**src/rtl/uart_clk_gen.sv**
```systemverilog
// Two independent UART bit-clock generators (tx, rx). Each produces a square
// wave of period 2*H clk cycles, starting low one cycle after its enable is seen.
module uart_clk_gen #(
  parameter int DIV_WIDTH = 16
) (
  input  logic                 clk,
  input  logic                 rst,
  input  logic [DIV_WIDTH-1:0] half_div,
  input  logic                 uart_enable_tx,
  input  logic                 uart_enable_rx,
  output logic                 clk_uart_tx,
  output logic                 clk_uart_rx,
  output logic                 busy_tx,
  output logic                 busy_rx,
  output logic                 div_err
);

  typedef enum logic [1:0] {IDLE, LOW, HIGH} state_t;

  localparam logic [DIV_WIDTH-1:0] ONE = DIV_WIDTH'(1);

  logic [1:0] enable;
  logic [1:0] start;
  logic [1:0] uart_clk;
  logic [1:0] busy;
  logic       div_zero;
  logic       div_err_reg;

  // Index 0 is the tx channel, index 1 the rx channel.
  assign enable   = {uart_enable_rx, uart_enable_tx};
  assign div_zero = (half_div == '0);

  genvar gi;
  generate
    for (gi = 0; gi < 2; gi++) begin : g_chan
      state_t               state_reg;
      logic [DIV_WIDTH-1:0] cnt_reg;
      logic [DIV_WIDTH-1:0] hl_reg;
      logic                 clk_reg;
      logic                 busy_reg;

      assign start[gi] = (state_reg == IDLE) && enable[gi];

      always_ff @(posedge clk or negedge rst) begin
        if (!rst) begin
          state_reg <= IDLE;
          cnt_reg   <= '0;
          hl_reg    <= ONE;
          clk_reg   <= 1'b1;
          busy_reg  <= 1'b0;
        end else begin
          case (state_reg)
            IDLE: begin
              if (enable[gi]) begin
                state_reg <= LOW;
                clk_reg   <= 1'b0;
                busy_reg  <= 1'b1;
                cnt_reg   <= '0;
                hl_reg    <= div_zero ? ONE : half_div;
              end
            end
            LOW, HIGH: begin
              // A dropped enable wins over a phase toggle on the same cycle.
              if (!enable[gi]) begin
                state_reg <= IDLE;
                clk_reg   <= 1'b1;
                busy_reg  <= 1'b0;
                cnt_reg   <= '0;
              end else if (cnt_reg == hl_reg - ONE) begin
                cnt_reg   <= '0;
                state_reg <= (state_reg == LOW) ? HIGH : LOW;
                clk_reg   <= (state_reg == LOW);
              end else begin
                cnt_reg   <= cnt_reg + ONE;
              end
            end
            default: begin
              state_reg <= IDLE;
              clk_reg   <= 1'b1;
              busy_reg  <= 1'b0;
              cnt_reg   <= '0;
            end
          endcase
        end
      end

      assign uart_clk[gi] = clk_reg;
      assign busy[gi]     = busy_reg;
    end
  endgenerate

  // Both channels see the same half_div, so giving tx priority only matters
  // for which start is credited; the flag value is identical.
  always_ff @(posedge clk or negedge rst) begin
    if (!rst) begin
      div_err_reg <= 1'b0;
    end else if (start[0]) begin
      div_err_reg <= div_zero;
    end else if (start[1]) begin
      div_err_reg <= div_zero;
    end
  end

  assign clk_uart_tx = uart_clk[0];
  assign clk_uart_rx = uart_clk[1];
  assign busy_tx     = busy[0];
  assign busy_rx     = busy[1];
  assign div_err     = div_err_reg;

endmodule

```
**config.mk**
```make
export PLATFORM = sky130hd
export DESIGN_NAME = uart_clk_gen
export DESIGN_NICKNAME = d
export VERILOG_FILES = /design/src/rtl/uart_clk_gen.sv
export SDC_FILE = /design/constraint.sdc
export NUM_CORES = 1
export LEC_CHECK = 0
export ABC_AREA = 0
export CAP_MARGIN = 40
export CORE_ASPECT_RATIO = 1.1
export CORE_MARGIN = 10
export CORE_UTILIZATION = 55
export DETAILED_ROUTE_END_ITERATION = 12
export PLACE_DENSITY = 0.74
export SLEW_MARGIN = 20
export SYNTH_ARGS = -nofsm -noshare
export SYNTH_HDL_FRONTEND = slang
export SYNTH_SLANG_ARGS = --single-unit
```
**constraint.sdc**
```tcl
create_clock -name clk -period 5.2 [get_ports clk]
set_input_delay 1.04 -clock clk [delete_from_list [all_inputs] [get_ports clk]]
set_output_delay 1.04 -clock clk [all_outputs]
set_load 0.05 [all_outputs]
```
Word level (Yosys, flattened, before mapping)
Cells that the tools add are included.
{"block": "totals", "in_bits": 20, "regBits": 73}
{"block": "classes", "muxes": 35, "eq_ne": 12, "n_addsub": 4, "n_reduce_logical": 14}
{"op": "$mux 16", "count": 7}
{"op": "$pmux 16 s2", "count": 2}
{"op": "$add 16x1->16 const B", "count": 2}
{"op": "$eq 16x16->1", "count": 2}
{"op": "$sub 16x1->16 const B", "count": 2}
{"op": "$logic_not 16->1", "count": 1}
{"op": "$mux 2", "count": 8}
{"op": "$mux 1", "count": 12}
{"op": "$reduce_and 2->1", "count": 6}
{"op": "$ne 2x2->1 const B", "count": 4}
{"op": "$pmux 1 s2", "count": 4}
{"op": "$pmux 2 s2", "count": 2}
{"op": "$ne 3x3->1 const B", "count": 2}
{"op": "$eq 2x1->1 const B", "count": 2}
{"op": "$eq 2x2->1 const B", "count": 2}
{"op": "$logic_not 2->1", "count": 2}
{"op": "$reduce_or 2->1", "count": 2}
{"op": "$logic_and 1x1->1", "count": 2}
{"op": "$reduce_bool 2->1", "count": 1}

Depth between registers and ports, before layout
{"block": "depth", "ltp_word": 5, "depth_mapped": 13, "mapped_depth_nobuf": 10}

Worst setup path before layout
Ideal clock, no wire load.
{"block": "synth_path", "path_type": "register to register", "startpoint": "register g_chan[1].hl_reg[1]", "endpoint": "register g_chan[1].cnt_reg[11]", "path_buffers": 3, "path_stages_with_launch": 14, "setup_time_ps": 119, "arrival_time_ps": 2684, "synth_period_minus_slack_ps": 2803, "setup_slack_ps": 2397, "cell_sequence": "dfrtp_1 inv_1 ha_1 or4b_1 buf_2 or4b_1 nand3_1 a31o_1 o211ai_2 o211ai_4 and2_1 buf_4 buf_6 nor2_1"}
{"block": "synth_via", "elab_chain_len": 5}
{"item": "start: declaration", "line": "38", "rtl": "logic [DIV_WIDTH-1:0] hl_reg;"}
{"item": "start signal: assignment", "line": "59", "rtl": "hl_reg <= div_zero ? ONE : half_div;"}
{"item": "$sub 16x1->16", "line": "69", "rtl": "end else if (cnt_reg == hl_reg - ONE) begin"}
{"item": "$eq 16x16->1", "line": "69"}
{"item": "$mux 16", "line": "69"}
{"item": "$mux 16", "line": "64", "rtl": "if (!enable[gi]) begin"}
{"item": "$pmux 16 s2", "line": "52", "rtl": "case (state_reg)"}
{"item": "end signal: assignment", "line": "74", "rtl": "cnt_reg <= cnt_reg + ONE;"}
{"item": "end: declaration", "line": "37", "rtl": "logic [DIV_WIDTH-1:0] cnt_reg;"}
No other way between the ends.
A chain may end at the register's enable or synchronous reset.

Worst setup path after layout
{"block": "layout_path", "startpoint": "register g_chan[1].hl_reg[1]", "endpoint": "register g_chan[1].state_reg[0]"}
{"block": "layout_via", "elab_chain_len": 4}
{"item": "$sub 16x1->16", "line": "69"}
{"item": "$eq 16x16->1", "line": "69"}
{"item": "$ne 3x3->1 (no source line)"}
{"item": "$reduce_and 2->1 (no source line)"}
{"item": "end signal: assignment", "line": "71", "rtl": "state_reg <= (state_reg == LOW) ? HIGH : LOW;"}
{"item": "end: declaration", "line": "36", "rtl": "state_t state_reg;"}
No other way between the ends.

==> tab_implementation.tex <==
\begin{tabular}{lr}
\hline
Metric & Value \\
\hline
\multicolumn{2}{l}{\textbf{Clocking}} \\
\quad Root Buffer & clkbuf\_8 \\
\quad Hold Buf Count CTS & 0 \\
\quad Clock Sinks & 73 \\
\quad CTS tree & built \\
\quad H-tree depth & 3 \\
\quad Maximum clock insertion buffer count & 2 \\
\quad Clock network latency to the later pin of the worst-skew pair & 0.36 ns \\
\quad Count of buffers added by post-CTS timing repair for setup & 0 \\
\quad Inserted Clock Buffers & 9 \\
\quad Clock-pin slew on the worst setup and hold paths & 0.08 ns \\
\quad Gates resized, CTS repair & 0 \\
\multicolumn{2}{l}{\textbf{STA}} \\
\quad Worst Tran Pin Value & 0.777 ns \\
\quad Setup total negative slack & 0 ns \\
\quad Final cycle utilization of the critical path & 0.640 \\
\quad Final-report hold violation count & 0 \\
\quad Minimum clock period after layout & 3.33 ns \\
\quad Tightest slew margin relative to the limit & 0.481 \\
\quad Final max-slew violation count & 0 \\
\quad Max Fclk & 301 MHz \\
\quad Unrepaired setup endpoints after global routing & false \\
\quad Final clock skew & 0.00649 ns \\
\quad Final setup violation count & 0 \\
\multicolumn{2}{l}{\textbf{Final layout}} \\
\quad Filler instances & 690 \\
\quad Nets@finish & 506 \\
\quad Count of placed standard cells in the final layout, fillers left out & 589 \\
\quad Fraction of layout cells with a size suffix above 1 & 0.164 \\
\quad Area added between synthesis and finish & 12.2\% \\
\quad Antenna cell count & 0 \\
\quad Post-route cell area & 0.00514 mm² \\
\quad Post-layout util & 0.643 \\
\multicolumn{2}{l}{\textbf{Setup path}} \\
\quad Kind of end point of the critical path & flop \\
\quad Buffers \& Inverters on Critical Path & 1 \\
\quad Chain of cells forming the critical path & inv\_1 -> ha\_1 -> or4b\_1 -> nor3\_2 -> xor2\_1 -> o2111ai\_1 -> o221ai\_1 -> o211ai\_4 -> and2\_1 -> o32ai\_1 \\
\quad Delay-heaviest family, CP & simple AND/OR/NAND/NOR gates \\
\quad Setup slack, reg-to-reg & 1.87 ns \\
\quad Required @ worst endpoint & 5.41 ns \\
\quad Crit-path max cell delay & 0.57 ns \\
\quad Standard cell with the maximum stage delay on the critical path & or4b\_1 \\
\quad Worst Path Arrival & 3.54 ns \\
\quad Maximum fanout encountered on the critical timing path & 16 \\
\quad Startpoint class of the critical path & flop \\
\quad Start-to-end type of the worst setup path & reg2reg \\
\multicolumn{2}{l}{\textbf{Placed design}} \\
\quad Gp weighted congestion & 0.881 \\
\quad Detail Placement HPWL & 7230 µm \\
\quad Input/output buffers & 24 \\
\quad Placed cells & 573 \\
\quad Instance area at placement & 0.00487 mm² \\
\multicolumn{2}{l}{\textbf{Yosys}} \\
\quad Netlist area before placement & 0.00458 mm² \\
\quad Proportion of synthesized flip-flops having asynchronous set or reset & 1.00 \\
\quad Synthesized flop and latch total & 73 \\
\quad Net count after synthesis & 488 \\
\quad Syn\_area\_per\_cell & 10.0 µm² \\
\quad Most used DFF post-synth & dfrtp\_1 \\
\quad Most area-hungry cell type in the Yosys netlist & dfrtp\_1 \\
\quad Count leader, synth & dfrtp\_1 \\
\quad Top cell types by occurrence after synthesis & dfrtp\_1 (69), xor2\_1 (38), nor2\_1 (35) \\
\quad Proportion of synthesized chip area in sequential cells & 0.400 \\
\quad Syn. warnings & 0 \\
\quad Number of flops mapped to enable cells by yosys & 0 \\
\quad Yosys cell types & 68 \\
\quad Synthesized netlist cell count & 458 \\
\quad Fraction of synthesized cell area taken by the top area cell type & 0.377 \\
\quad Top post-synthesis cells by area & dfrtp\_1 (38\%), mux2\_2 (8.1\%), xor2\_1 (7.3\%) \\
\multicolumn{2}{l}{\textbf{Power and ir drop}} \\
\quad Maximum VDD drop & 0.000300 V \\
\quad Switching power & 1050 µW \\
\quad Proportion of power drawn by the clock network & 0.225 \\
\quad Combinational fraction of design power & 0.401 \\
\quad Static leakage & 0.00210 µW \\
\quad Internal power of the cells & 1630 µW \\
\quad Sw Ratio & 0.392 \\
\quad Power density relative to cell area & 523 mW/mm² \\
\quad Reg power frac & 0.374 \\
\multicolumn{2}{l}{\textbf{Global route}} \\
\quad Via count of the first global-routing pass & 3529 \\
\quad Global-route usage over all layers & 0.167 \\
\quad Wire length of the first global-routing pass & 16800 µm \\
\quad Maximum number of pins on one net before global-route repair & 30 \\
\quad Total gr overflow & 0 \\
\quad Initial antenna violation count & 0 \\
\multicolumn{2}{l}{\textbf{Floorplan}} \\
\quad Number of rows created at floorplan & 34 \\
\quad Starting density of the core & 0.572 \\
\quad Total Die Area & 0.0124 mm² \\
\quad Horizontal die dimension & 107 µm \\
\quad Ports & 25 \\
\quad Placeable core region & 0.00800 mm² \\
\quad Height of the chip & 116 µm \\
\multicolumn{2}{l}{\textbf{Drt}} \\
\quad First-pass DRT Iterations & 4 \\
\quad Count of nets left with antenna violations after detail routing & 0 \\
\quad Number of vias per cell after detailed routing & 5.81 \\
\quad Routed wire per std cell & 16.9 µm \\
\quad Total routed wirelength & 9960 µm \\
\quad Vias after detailed routing & 3425 \\
\quad Initial drt markers & 151 \\
\quad DRC violation count after routing & 0 \\
\multicolumn{2}{l}{\textbf{Flow run}} \\
\quad Number of max-cap violations & 0 \\
\multicolumn{2}{l}{\textbf{Outcome}} \\
\quad Run status & finished, final reports clean \\
\multicolumn{2}{l}{\textbf{Min path}} \\
\quad Classification of the worst-slack hold path & reg2reg \\
\hline
\end{tabular}
-- worst paths after layout --
| path | from | endpoint | cells after the start |
|---|---|---|---|
| min | div_err$_DFFE_PN0P_ | div_err$_DFFE_PN0P_ | 1 |
| max reg2reg | g_chan[1].hl_reg[1]$_DFFE_PN0P_ | g_chan[1].state_reg[0]$_DFFE_PN0P_ | 10 |
| max | g_chan[1].hl_reg[1]$_DFFE_PN0P_ | g_chan[1].state_reg[0]$_DFFE_PN0P_ | 10 |
| max in group asynchronous | rst | g_chan[0].hl_reg[5]$_DFFE_PN0P_ | 3 |
| min reg2reg | div_err$_DFFE_PN0P_ | div_err$_DFFE_PN0P_ | 1 |
| min in group asynchronous | rst | g_chan[1].state_reg[1]$_DFFE_PN0P_ | 1 |
-- worst reg2reg max path, cell delays in order (launching register included) --
cell and delay [ns]:
dfrtp_1 0.41, inv_1 0.07, ha_1 0.21, or4b_1 0.57, nor3_2 0.34, xor2_1 0.13, o2111ai_1 0.22, o221ai_1 0.24
o211ai_4 0.31, and2_1 0.51, o32ai_1 0.18
-- placed cells by master, fill, tap and decap left out, types with 3 or more instances in the layout --
master           synthesis  routed
dfrtp_1                 69      69
xor2_1                  38      38
nor2_1                  35      35
mux2_2                  33      33
nand2_1                 26      26
clkdlybuf4s50_1          0      23
xnor2_1                 19      19
o21ai_0                 15      15
nand4_1                 14      14
nand3_1                 14      14
inv_1                   13      13
nor4_1                  10      10
and3_1                  10      10
nor2_2                  10      10
ha_1                    10      10
clkbuf_8                 0      10
nor2b_1                  8       8
nor3_1                   8       8
nand2b_1                 7       7
a31oi_1                  7       7
a21oi_1                  7       7
nand3b_1                 6       6
nand4b_1                 5       5
or4_1                    4       4
or3_1                    4       4
a21o_1                   4       4
dfstp_2                  4       4
bufinv_16                0       4
or4b_1                   3       3
nor3b_1                  3       3
a22o_1                   3       3
o211ai_1                 3       3
and4_1                   3       3
-- through the flow --
stage	hold slack [ns]	setup WS [ns]	power, µW
after global placement	0.500	2.06	2020
after detailed placement	0.504	1.94	2070
after global routing	0.541	1.60	2860
final	0.520	1.87	2690
after CTS	0.521	1.90	2690
after floorplan	0.487	2.40	1850
-- per-layer routing --
layer | global-route usage | wire (µm)
met1 | 0.186 | 4310
met2 | 0.310 | 5240
met3 | 0.0333 | 249
met4 | 0.0578 | 156
met5 | 0 | 0
-- power by group through the flow --
stage               Clock, µW  Sequential [µW]  Combinational (µW)
floorplan                   0              959                 888
global placement            0              996                1020
detailed placement          0             1010                1060
CTS                       612              999                1080
global route              633             1040                1190
finish                    606             1000                1080
-- cell families after synthesis --
group | count (synthesis) | share of synthesized area
fa+ha+maj | 10 | 0.0273
mux | 35 | 0.0855
compound gates | 66 | 0.110
xor+xnor | 57 | 0.109
simple gates | 185 | 0.234
flops | 73 | 0.400
buf+inv | 32 | 0.0339
-- area by class of cell --
cell class	count	area (µm²)	area share
Multi-Input combinational cell	353	2590	0.504
Sequential cell	73	1830	0.356
Timing Repair Buffer	26	263	0.0511
Clock buffer	11	141	0.0275
Tap cell	108	135	0.0263
Clock inverter	5	128	0.0248
Inverter	13	48.8	0.00950
Note: power is estimated with default switching activity, not from simulation.
==> RTL edit, RTL diff (same flow settings) <==
Make the reset (`rst`) synchronous in 2 clocked blocks.
--- a/src/rtl/uart_clk_gen.sv
+++ b/src/rtl/uart_clk_gen.sv
@@ -42,5 +42,5 @@
       assign start[gi] = (state_reg == IDLE) && enable[gi];
 
-      always_ff @(posedge clk or negedge rst) begin
+      always_ff @(posedge clk) begin
         if (!rst) begin
           state_reg <= IDLE;
@@ -92,5 +92,5 @@
   // Both channels see the same half_div, so giving tx priority only matters
   // for which start is credited; the flag value is identical.
-  always_ff @(posedge clk or negedge rst) begin
+  always_ff @(posedge clk) begin
     if (!rst) begin
       div_err_reg <= 1'b0;
Behaviour: differs if rst is asserted again (counterexample within 4 cycles, from zero or initial values and one cycle with rst low); with rst held inactive, the same outputs for 10 cycles.
==> RTL edit against the unedited design <==
Via count is 3.0% higher; total power is 30% lower; clock power is 15% lower; non-clock buffer count is 1 lower; fmax is 1.8% lower; global-route usage is 0.44 points higher; critical path depth is 1 lower; final area is 11% lower; area after synthesis is 11% lower; worst setup slack worse by 0.062 ns; sequential share of layout area is 3.6 points lower; critical endpoint is now g_chan[0].cnt_reg[10]$_SDFFE_PN0P_; sequential cell count stayed put; synthesized cell count is 13% higher; wire length is 7.3% lower.
==> RTL edit: results (changes against the unedited design) <==
H-tree depth: 3 (unchanged)
post-synth cell types: 55 (-19%)
met1 usage: 19.64% (+1.0 points)
nonclk buf count: 25 (-3.8%)
number of global-route vias before repair: 3423 (-3.0%)
Layout clock area frac: 5.042% (-0.19 points)
#MultiIn Comb: 411 (+16%)
Reg area: 0.001461 mm^2 (-20%)
M2 GR Usage: 29.75% (-1.3 points)
CP peak stage delay: 0.55 ns (-0.02 ns)
top post-synthesis cells by area: dfxtp_1 36%, nand2_1 7.9%, xor2_1 7.6%
slew margin rel.: 47.98% (-0.082 points)
complex-gate fraction of the synthesized area: 12.80% (+1.8 points)
status: complete, no violations
Non-CTS inverters: 11 (-2)
Post-Synth Adder-Cell Area: 3.084% (+0.35 points)
Largest delay share family, worst path: simple AND/OR/NAND/NOR gates
Clock Skew: 0.01017 ns (+0.003677 ns)
via/cell ratio: 5.680 (-2.3%)
fraction of layout cells with a size suffix above 1: 3.731% (-13 points)
VDD IR max: 0.0001993 V (-34%)
Ys Warns: 0 (unchanged)
worst hold stages: 2 (+1)
largest net degree at the start of global routing: 27 (-10%)
Multi-input gate area: 0.002471 mm^2 (-4.6%)
DR WL met3: 322 um (+29%)
WL per Instance: 14.86 um (-12%)
r2r worst-path depth: 9 (-1)
DR pass1 iterations: 5 (+1)
I/O Buffers: 24 (unchanged)
predominant post-synthesis flop cell: dfxtp_1
Non-Clock Buffer Area Fraction: 5.591% (+0.48 points)
FF+latch count: 73 (unchanged)
XOR/XNOR Fraction of Synth Area: 14.68% (+3.8 points)
clk slew on worst S/H paths: 0.08 ns (about the same)
CP Data Arrival Time: 3.60 ns (+0.06 ns)
GPL Wtd Cong: 0.9430 (+7.0%)
CLK BUF: 12 (+1)
mux cell area share after synthesis: 0.7401% (-7.8 points)
commonest cells in the netlist: 85 x nand2_1, 73 x dfxtp_1, 50 x nor2_1
Synth Net Count: 546 (+12%)
clk buf depth: 2 (unchanged)
met3 usage: 3.051% (-0.28 points)
Max FO, Critical Path: 15 (-1)
asr flop ratio synth: 0% (-100 points)
metal1 wirelength: 3906 um (-9.4%)
gr usage total: 17.16% (+0.44 points)
met2 WL post-DR: 4685 um (-11%)
initial DRC count: 222 (+47%)
antenna violations before repair: 0 (unchanged)
fillers: 636 (-7.8%)
post-place setup slack: 1.816 ns (-0.1242 ns)
Detailed Place HPWL: 6873 um (-4.9%)
final net count: 561 (+11%)
first-pass GRT wire length: 15660 um (-7.1%)
sequential element share of the synthesized area: 36.02% (-4.0 points)
CP max-delay cell: or4_1
LEAKAGE: 1.682 nW (-20%)
==> RTL edit: final timing paths <==
kind,from,slack (ns),end
worst min-delay path,busy_rx$_SDFFE_PN0P_,0.46,busy_rx$_SDFFE_PN0P_
worst max register to register,g_chan[0].hl_reg[0]$_SDFFE_PN1P_,1.81,g_chan[0].cnt_reg[10]$_SDFFE_PN0P_
worst max-delay path,g_chan[0].hl_reg[0]$_SDFFE_PN1P_,1.81,g_chan[0].cnt_reg[10]$_SDFFE_PN0P_
worst min register to register,busy_rx$_SDFFE_PN0P_,0.46,busy_rx$_SDFFE_PN0P_
==> RTL edit: metrics by stage <==
stage          total power (W)  std cells  cell area (um^2)
6_report              0.001891        621              4566
5_1_grt               0.002008        621              4566
3_3_place_gp          0.001368        604              4320
3_5_place_dp          0.001381        605              4335
4_1_cts               0.001897        621              4566
2_1_floorplan         0.001226        516              4058
==> RTL edit: report_power, final <==
part	switching, W	internal [W]	total (W)
logic	0.000395	0.000266	0.000661
registers	0.0000866	0.000628	0.000714
clock network	0.000219	0.000297	0.000515
total	0.000701	0.00119	0.00189
==> RTL edit: logic make-up (layout without fill, tap and decap cells) <==
| logic type | Yosys count | in the layout |
|---|---|---|
| adder cells (fa/ha/maj) | 10 | 10 |
| AND/OR/NAND/NOR | 247 | 247 |
| flip-flops | 73 | 73 |
| buffers and inverters | 32 | 52 |
| multiplexers | 3 | 3 |
| AO/OA/AOI/OAI | 83 | 83 |
| XOR/XNOR | 68 | 68 |
==> RTL edit: worst register-to-register path: stages, from the launching register on <==
cell	delay [ns]
dfxtp_1	0.37
inv_1	0.08
ha_1	0.22
or3b_1	0.51
nor4_4	0.30
xnor2_1	0.09
or4_1	0.55
o41a_1	0.49
o21ai_2	0.53
nor2_1	0.12
